===== config.mk =====
export PLATFORM = sky130hd
export DESIGN_NAME = chip_slot_arbiter
export DESIGN_NICKNAME = d
export VERILOG_FILES = /design/src/rtl/chip_slot_arbiter.sv
export SDC_FILE = /design/constraint.sdc
export NUM_CORES = 1
export LEC_CHECK = 0
export CAP_MARGIN = 20
export CORE_MARGIN = 2
export CORE_UTILIZATION = 45
export CTS_BUF_LIST = sky130_fd_sc_hd__clkbuf_8
export CTS_CLUSTER_DIAMETER = 50
export DETAILED_ROUTE_END_ITERATION = 6
export MAX_ROUTING_LAYER = met4
export PLACE_DENSITY = 0.72
export SKIP_CTS_REPAIR_TIMING = 1
export SYNTH_ARGS = -nofsm -noshare
export SYNTH_HDL_FRONTEND = slang
export SYNTH_SLANG_ARGS = --single-unit

===== constraint.sdc =====
create_clock -name CLK -period 4 [get_ports CLK]
set_input_delay 0.8 -clock CLK [delete_from_list [all_inputs] [get_ports CLK]]
set_output_delay 0.8 -clock CLK [all_outputs]
set_load 0.1 [all_outputs]

===== src/rtl/chip_slot_arbiter.sv =====
// Chip-RAM bus slot arbiter: counts two-CLK colour-clock slots along a line and registers one owner per slot.
// Optional feature: define ARB_NTSC_LONGLINE_EN for alternating long/short lines driven by LOL.
module chip_slot_arbiter #(
    parameter int LINE_SLOTS = 227,
    parameter int STARVE_MAX = 3
) (
    input  logic       CLK,
    input  logic       RST,
    input  logic       DMAEN,
    input  logic       DSKEN,
    input  logic       SPREN,
    input  logic       COPEN,
    input  logic       BLTEN,
    input  logic [3:0] AUDEN,
    input  logic       BPL_REQ,
    input  logic       COP_REQ,
    input  logic       BLT_REQ,
    input  logic       BLTPRI,
    input  logic       CPU_REQ,
    output logic [3:0] GNT_ID,
    output logic       SLOT_PH,
    output logic [7:0] HPOS,
    output logic       HSTROBE,
    output logic       LOL,
    output logic       _DBR,
    output logic       CPU_ACK
);

    typedef enum logic [3:0] {
        OWN_IDLE = 4'd0,
        OWN_REF  = 4'd1,
        OWN_DSK  = 4'd2,
        OWN_AUD  = 4'd3,
        OWN_SPR  = 4'd4,
        OWN_BPL  = 4'd5,
        OWN_COP  = 4'd6,
        OWN_BLT  = 4'd7,
        OWN_CPU  = 4'd8
    } owner_e;

    localparam int CW = (STARVE_MAX < 1) ? 1 : $clog2(STARVE_MAX + 1);
    localparam logic [CW-1:0] CNT_MAX = CW'(STARVE_MAX);

    logic          ph;
    logic [7:0]    hpos;
    owner_e        gnt;
    logic [CW-1:0] starve_cnt;
    logic          cpu_done;

    logic [7:0]    last_slot;
    logic          wrap_point;
    logic [7:0]    next_hpos;
    logic [1:0]    aud_sel;
    owner_e        fixed_owner;
    logic          fixed_taken;
    owner_e        next_gnt;
    logic [CW-1:0] starve_next;
    logic          cpu_ack;
    logic          cpu_eff;
    logic          relief;

`ifdef ARB_NTSC_LONGLINE_EN
    logic lol;

    assign last_slot = lol ? 8'(LINE_SLOTS) : 8'(LINE_SLOTS - 1);
    assign LOL       = lol;
`else
    assign last_slot = 8'(LINE_SLOTS - 1);
    assign LOL       = 1'b0;
`endif

    assign wrap_point = (hpos == last_slot);
    assign next_hpos  = wrap_point ? 8'd0 : hpos + 8'd1;
    assign aud_sel    = 2'((next_hpos - 8'h0F) >> 1);

    // The ACK cycle itself must not feed the next decision, or a held request would be granted twice.
    assign cpu_ack = ph && (gnt == OWN_CPU);
    assign cpu_eff = CPU_REQ && !cpu_done && !cpu_ack;
    assign relief  = !BLTPRI && (starve_cnt == CNT_MAX);

    always_comb begin
        fixed_owner = OWN_IDLE;
        fixed_taken = 1'b0;
        if (next_hpos[0]) begin
            if (next_hpos <= 8'h07) begin
                fixed_owner = OWN_REF;
                fixed_taken = 1'b1;
            end else if (next_hpos <= 8'h0D) begin
                fixed_owner = OWN_DSK;
                fixed_taken = DMAEN && DSKEN;
            end else if (next_hpos <= 8'h15) begin
                fixed_owner = OWN_AUD;
                fixed_taken = DMAEN && AUDEN[aud_sel];
            end else if (next_hpos <= 8'h35) begin
                fixed_owner = OWN_SPR;
                fixed_taken = DMAEN && SPREN;
            end
        end
    end

    // Free-slot arbitration; a starved CPU jumps ahead of the blitter only.
    always_comb begin
        next_gnt = OWN_IDLE;
        if (fixed_taken) begin
            next_gnt = fixed_owner;
        end else if (DMAEN && BPL_REQ) begin
            next_gnt = OWN_BPL;
        end else if (DMAEN && COPEN && COP_REQ && !next_hpos[0]) begin
            next_gnt = OWN_COP;
        end else if (cpu_eff && relief) begin
            next_gnt = OWN_CPU;
        end else if (DMAEN && BLTEN && BLT_REQ) begin
            next_gnt = OWN_BLT;
        end else if (cpu_eff) begin
            next_gnt = OWN_CPU;
        end
    end

    always_comb begin
        starve_next = starve_cnt;
        if (!CPU_REQ) begin
            starve_next = '0;
        end else if (!fixed_taken) begin
            if (next_gnt == OWN_CPU) begin
                starve_next = '0;
            end else if (starve_cnt != CNT_MAX) begin
                starve_next = starve_cnt + CW'(1);
            end
        end
    end

    always_ff @(posedge CLK) begin
        if (RST) begin
            ph         <= 1'b0;
            hpos       <= 8'd0;
            gnt        <= OWN_IDLE;
            starve_cnt <= '0;
            cpu_done   <= 1'b0;
`ifdef ARB_NTSC_LONGLINE_EN
            lol        <= 1'b0;
`endif
        end else begin
            ph <= ~ph;
            if (!CPU_REQ) begin
                cpu_done <= 1'b0;
            end else if (cpu_ack) begin
                cpu_done <= 1'b1;
            end
            if (ph) begin
                hpos       <= next_hpos;
                gnt        <= next_gnt;
                starve_cnt <= starve_next;
`ifdef ARB_NTSC_LONGLINE_EN
                if (wrap_point) begin
                    lol <= ~lol;
                end
`endif
            end
        end
    end

    assign GNT_ID  = gnt;
    assign SLOT_PH = ph;
    assign HPOS    = hpos;
    assign HSTROBE = ph && wrap_point;
    assign CPU_ACK = cpu_ack;
    assign _DBR    = !(CPU_REQ && (gnt != OWN_CPU));

endmodule


* Word-level counts from Yosys, hierarchy flattened
Index checks and enable logic that the tools add are counted.
Widths: inputs -> output; s select.
** Storage, ports and cells
- Bits in registers :: 16
- Input bits :: 16
- Output and inout bits :: 17
- Logic and storage cells :: 69
** Cells by class
- $add $sub $neg :: 3
- $lt $le $gt $ge :: 5
- Eq/ne operators :: 8
- Muxes and demuxes :: 23
- Bitwise logic cells :: 2
- Reduce and logical (&&, ||, !) cells :: 23
** Operators with widths (count)
- $mux 4 :: 7
- $logic_and 1x1->1 :: 16
- $mux 3 :: 4
- $add 8x1->8 const B :: 1
- $eq 4x4->1 const B :: 2
- $eq 8x8->1 const B :: 1
- $le 8x3->1 const B :: 1
- $le 8x4->1 const B :: 1
- $le 8x5->1 const B :: 1
- $le 8x6->1 const B :: 1
- $mux 2 :: 4
- $mux 8 :: 1
- $mux 1 :: 6
- $logic_not 1->1 :: 5
- $ne 2x2->1 const B :: 2
- $ne 4x4->1 const B :: 1
- $lt 2x3->1 const B :: 1
- $ne 3x1->1 const B :: 1
- $reduce_and 3->1 :: 1
- $sub 3x3->3 const B :: 1
- $add 2x1->2 const B :: 1
- $bmux 1 s2 :: 1
- $eq 2x2->1 const B :: 1
- $not 1->1 :: 2
- $reduce_or 2->1 :: 1

* Longest topological paths before layout
- Depth after elaboration :: 15
- Mapped depth :: 14
- Depth with buffers taken out :: 14

* Least setup slack after synthesis
No wires, ideal clock.
- Path type :: register to register
- Start point :: register hpos[1], in the netlist HPOS[1]
- End point :: register starve_cnt[0]
- Setup time :: 121 ps
- Arrival :: 3800 ps
- Required time :: 3879 ps
- Path slack :: 79 ps
- Cell stages (with the launch flop) :: 14
- Path buffers :: 0
- Period minus slack after synthesis :: 3921 ps
- Path through :: dfxtp_1 -> ha_1 -> or4b_4 -> nor2_4 -> nor2_1 -> inv_1 -> ha_1 -> mux2_2 -> and3_1 -> o221ai_1 -> a21oi_1 -> nor4_2 -> a2111oi_4 -> mux2_4
** Between the ends
- Word-level cells in the longest chain between the ends :: 15
- Elaborated cells between the ends (all ways) :: 33
- Those cells by class :: add/sub (2); order compare (4); eq/ne (4); mux (19); reduce/logical (4)
** Ends and longest elaborated chain
- from (decl) :: line 45 : logic [7:0] hpos;
- from (signal assigned) :: line 150 : hpos <= next_hpos;
- $add 8x1->8 / $eq 8x8->1 (equally long branches) :: line 73, 72
- $mux 8 (*) :: line 73 : assign next_hpos = wrap_point ? 8'd0 : hpos + 8'd1;
- net next_hpos[1] :: line 52 : logic [7:0] next_hpos;
- $sub 3x3->3 :: line 74 : assign aud_sel = 2'((next_hpos - 8'h0F) >> 1);
- $bmux 1 s2 :: line 93 : fixed_taken = DMAEN && AUDEN[aud_sel];
- $mux 1 (implied by the code) :: line 93
- $logic_and 1x1->1 :: line 93
- $mux 1 :: line 91 : end else if (next_hpos <= 8'h15) begin
- $mux 1 :: line 88 : end else if (next_hpos <= 8'h0D) begin
- $mux 1 :: line 85 : if (next_hpos <= 8'h07) begin
- $mux 1 :: line 84 : if (next_hpos[0]) begin
- $mux 4 :: line 104 : if (fixed_taken) begin
- $eq 4x4->1 :: line 124 : if (next_gnt == OWN_CPU) begin
- $mux 2 :: line 124
- $mux 2 :: line 123 : end else if (!fixed_taken) begin
- $mux 2 :: line 121 : if (!CPU_REQ) begin
- to (signal assigned) :: line 152 : starve_cnt <= starve_next;
- to (decl) :: line 47 : logic [CW-1:0] starve_cnt;
Mark *: on every way through the listed nets, which the timed path passes. The rest lies on a longest branch. The select of a mux whose other input is x is not followed.
A chain may end at the register's enable or synchronous reset.

* Worst setup path after layout
- Start point :: register hpos[0], in the netlist HPOS[0]
- End point :: register gnt[1], in the netlist GNT_ID[1]
** Between the ends
- Word-level cells in the longest chain between the ends :: 11
- Elaborated cells between the ends (all ways) :: 25
- Those cells by class :: add/sub (2); order compare (4); eq/ne (1); mux (15); reduce/logical (3)
** Ends and longest elaborated chain
- $add 8x1->8 / $eq 8x8->1 (equally long branches) :: line 73, 72
- $mux 8 (*) :: line 73
- net next_hpos[0] :: line 52
- $sub 3x3->3 :: line 74
- $bmux 1 s2 :: line 93
- $mux 1 (implied by the code) :: line 93
- $logic_and 1x1->1 :: line 93
- $mux 1 :: line 91
- $mux 1 :: line 88
- $mux 1 :: line 85
- $mux 1 :: line 84
- $mux 4 (*) :: line 104
- to (signal assigned) :: line 151 : gnt <= next_gnt;
- to (decl) :: line 46 : owner_e gnt;
Marked as above.

==> flow_metrics.py <==
metrics = {
    "floorplanning": {
        "io_pins": 33,
        "die_area_um2": 3511,
        "core_area_um2": 2978,
        "num_rows": 20,
        "die_h_um": 59.26,
        "initial_core_util_pct": 46.13,
        "die_w_um": 59.26,
    },
    "logic_synthesis": {
        "synthFlopType": "dfxtp_1",
        "synth_area_um2": 1374,
        "ys_ff_latch": 16,
        "synth_top_area_cell": "dfxtp_1",
        "synth_area_leaders": "dfxtp_1 (23%), ha_1 (5.5%), nor2_1 (5.2%)",
        "async_flop_share_pct": 0,
        "synth.net_count": 195,
        "syn_area_per_cell_um2": 7.941,
        "syn_inst": 173,
        "synth_edf_count": 0,
        "synth_cell_type_count": 58,
        "ys.warnings.count": 0,
        "netlist.area_leader.share_pct": 23.32,
        "yosysSeqAreaShare_pct": 23.32,
    },
    "placed_design": {
        "placed_cells": 227,
        "place_area_um2": 1668,
        "portBuffers": 31,
        "pre_cts_slack_ns": 0.5164,
        "place_hpwl_um": 2587,
        "gp_congestion": 0.8489,
    },
    "critical_path": {
        "ff2ff_setup_slack_ns": 0.47,
        "arrival_ns": 3.67,
        "start_kind": "register",
        "cpMaxStageDelayCell": "or4b_4",
        "path_buf_inv": 2,
        "critical_path.cell_chain": "inv_2 -> ha_1 -> or4b_4 -> o21ai_4 -> inv_2 -> ha_1 -> and4_1 -> a22oi_1 -> and3_1 -> o221ai_1 -> and2_1 -> or2_0 -> a2111oi_0 -> o41ai_1",
        "worst-path-max-fanout": 8,
        "critPathTopFamily": "simple AND/OR/NAND/NOR gates",
        "critPathRequiredTime_ns": 4.14,
        "crit_path_end_kind": "register",
        "criticalPathCategory": "register to register",
        "slowest_delay_ns": 0.51,
    },
    "routing": {
        "ant_nets": 0,
        "wl_um": 3469,
        "drt_pre_antenna_iters": 4,
        "drtIter0Drc": 27,
        "drcViolationCount": 0,
        "vias": 1350,
        "viasPerCell": 5.844,
        "wl_per_cell_um": 15.02,
    },
    "pwr": {
        "swShare_pct": 33.01,
        "p_total_mw": 0.4419,
        "power_frac_seq_pct": 38.6,
        "p_clk_share_pct": 33.2,
        "power_frac_comb_pct": 28.2,
        "intPower_mw": 0.2960,
        "p_per_area_nw_per_um2": 256.5,
        "ir_drop_mv": 0.2332,
        "power.switching_mw": 0.1459,
        "power.leakage_nw": 0.6121,
    },
    "cts": {
        "cts_num_sinks": 16,
        "numCtsBuffers": 3,
        "clkTransAtPathRegs_ns": 0.07,
        "clock_latency_ns": 0.25,
        "cts_root_buf": "clkbuf_8",
        "cts_tree": "yes",
        "cts_buffer_depth": 2,
        "htree_num_levels": 1,
    },
    "timing": {
        "fin_crit_ns": 3.534,
        "slew_headroom_pct": 35.00,
        "fin_ws_ns": 0.4658,
        "hold_viol": 0,
        "tightest_slew_ns": 0.9720,
        "max_clock_freq_mhz": 282.9,
        "hold_ws_ns": 0.4849,
        "setup-tns-final_ns": 0,
        "final_max_slew_viol_count": 0,
        "timing.final.crit_share_pct": 88.36,
        "skew_ns": 0.007226,
        "rsz0062_at_grt": "no",
        "final-setup-viol-count": 0,
    },
    "finish": {
        "design_area_um2": 1723,
        "mostFrequentLayoutCells": "clkdlybuf4s50_1 (27), nor2_1 (19), dfxtp_1 (16), nand2_1 (16), a21oi_1 (14)",
        "final_util_pct": 57.86,
        "drive_gt1_share_pct": 11.62,
        "n_antenna_cell": 0,
        "stdcell_count": 231,
        "fillCellCount": 286,
        "seqCellArea_um2": 320.3,
        "fin_nets": 221,
        "final_common_cell": "clkdlybuf4s50_1",
        "multi_input_area_um2": 972.2,
        "syn_to_final_growth_pct": 25.41,
    },
    "outcome": {
        "status": "finished, final reports clean",
    },
    "global_routing": {
        "grt_pass1_wl_um": 5733,
        "antenna_found_initial": 0,
        "grt_max_degree": 17,
        "overflow": 0,
        "grt_util_all_layers_pct": 21.87,
        "grt_pass1_vias": 1222,
    },
    "flow_run": {
        "maxCapViolations": 0,
    },
    "min_path": {
        "hp-class": "register to register",
    },
}
synth_stat cells, types with 3 or more instances:
cell        n
nor3_1      3
clkbuf_1    7
a21oi_1    14
nor2_1     19
and3_1      3
xnor2_1     4
and2_1      4
nand4_1     3
ha_1        6
dfxtp_1    16
nand3_1     9
o21ai_0     4
a2111oi_0   3
nand2_1    16
xor2_1      3
nand2b_1    6
layer usage:
layer,track usage [%],wire length [µm]
met2,31.40,1565
met4,8.442,31
met1,31.37,1763
met5,-,0
met3,2.183,109
state kept, by name, indices dropped and copies added (netlist names):
| signal | flops |
|---|---|
| cpu_done | 1 |
| SLOT_PH | 1 |
| GNT_ID | 4 |
| HPOS | 8 |
| starve_cnt | 2 |
worst reg2reg max path, stage by stage (launching register included):
cell,delay [ns]
dfxtp_1,0.37
inv_2,0.10
ha_1,0.17
or4b_4,0.51
o21ai_4,0.25
inv_2,0.12
ha_1,0.24
and4_1,0.20
a22oi_1,0.19
and3_1,0.20
o221ai_1,0.12
and2_1,0.20
or2_0,0.24
a2111oi_0,0.38
o41ai_1,0.13
area by class of cell:
cell class / count / area share, %
Multi-Input combinational cell: 140 / 56.43
Tap cell: 33 / 2.397
Inverter: 5 / 1.089
Clock buffer: 4 / 3.195
Timing Repair Buffer: 33 / 18.30
Sequential cell: 16 / 18.59
worst paths after layout:
kind / startpoint / endpoint / depth (start not counted)
worst max-delay path: HPOS[0] / GNT_ID[1] / 14
worst min-delay path: starve_cnt[1] / starve_cnt[1] / 1
worst max register to register: HPOS[0] / GNT_ID[1] / 14
worst min register to register: starve_cnt[1] / starve_cnt[1] / 1
power groups by stage:
| stage | clock network, mW | logic, mW | registers [mW] |
|---|---|---|---|
| floorplan | 0 | 0.0579 | 0.203 |
| global route | 0.157 | 0.133 | 0.172 |
| CTS | 0.151 | 0.125 | 0.171 |
| global placement | 0 | 0.122 | 0.174 |
| detailed placement | 0 | 0.124 | 0.174 |
| finish | 0.147 | 0.124 | 0.171 |
logic make-up (layout without fill, tap and decap cells):
logic type / after synthesis / count (layout) / share of synthesized area [%]
AOI/OAI and AO/OA: 45 / 45 / 25.78
xor gates and xnor gates: 7 / 7 / 4.463
adders and majority gates: 6 / 6 / 5.464
buffers and inverters: 17 / 42 / 5.920
DFF: 16 / 16 / 23.32
muxes: 4 / 4 / 3.369
other: 1 / 1 / 0.2730
and+or+nand+nor: 77 / 77 / 31.42
Power figures use the tool's default switching activity.
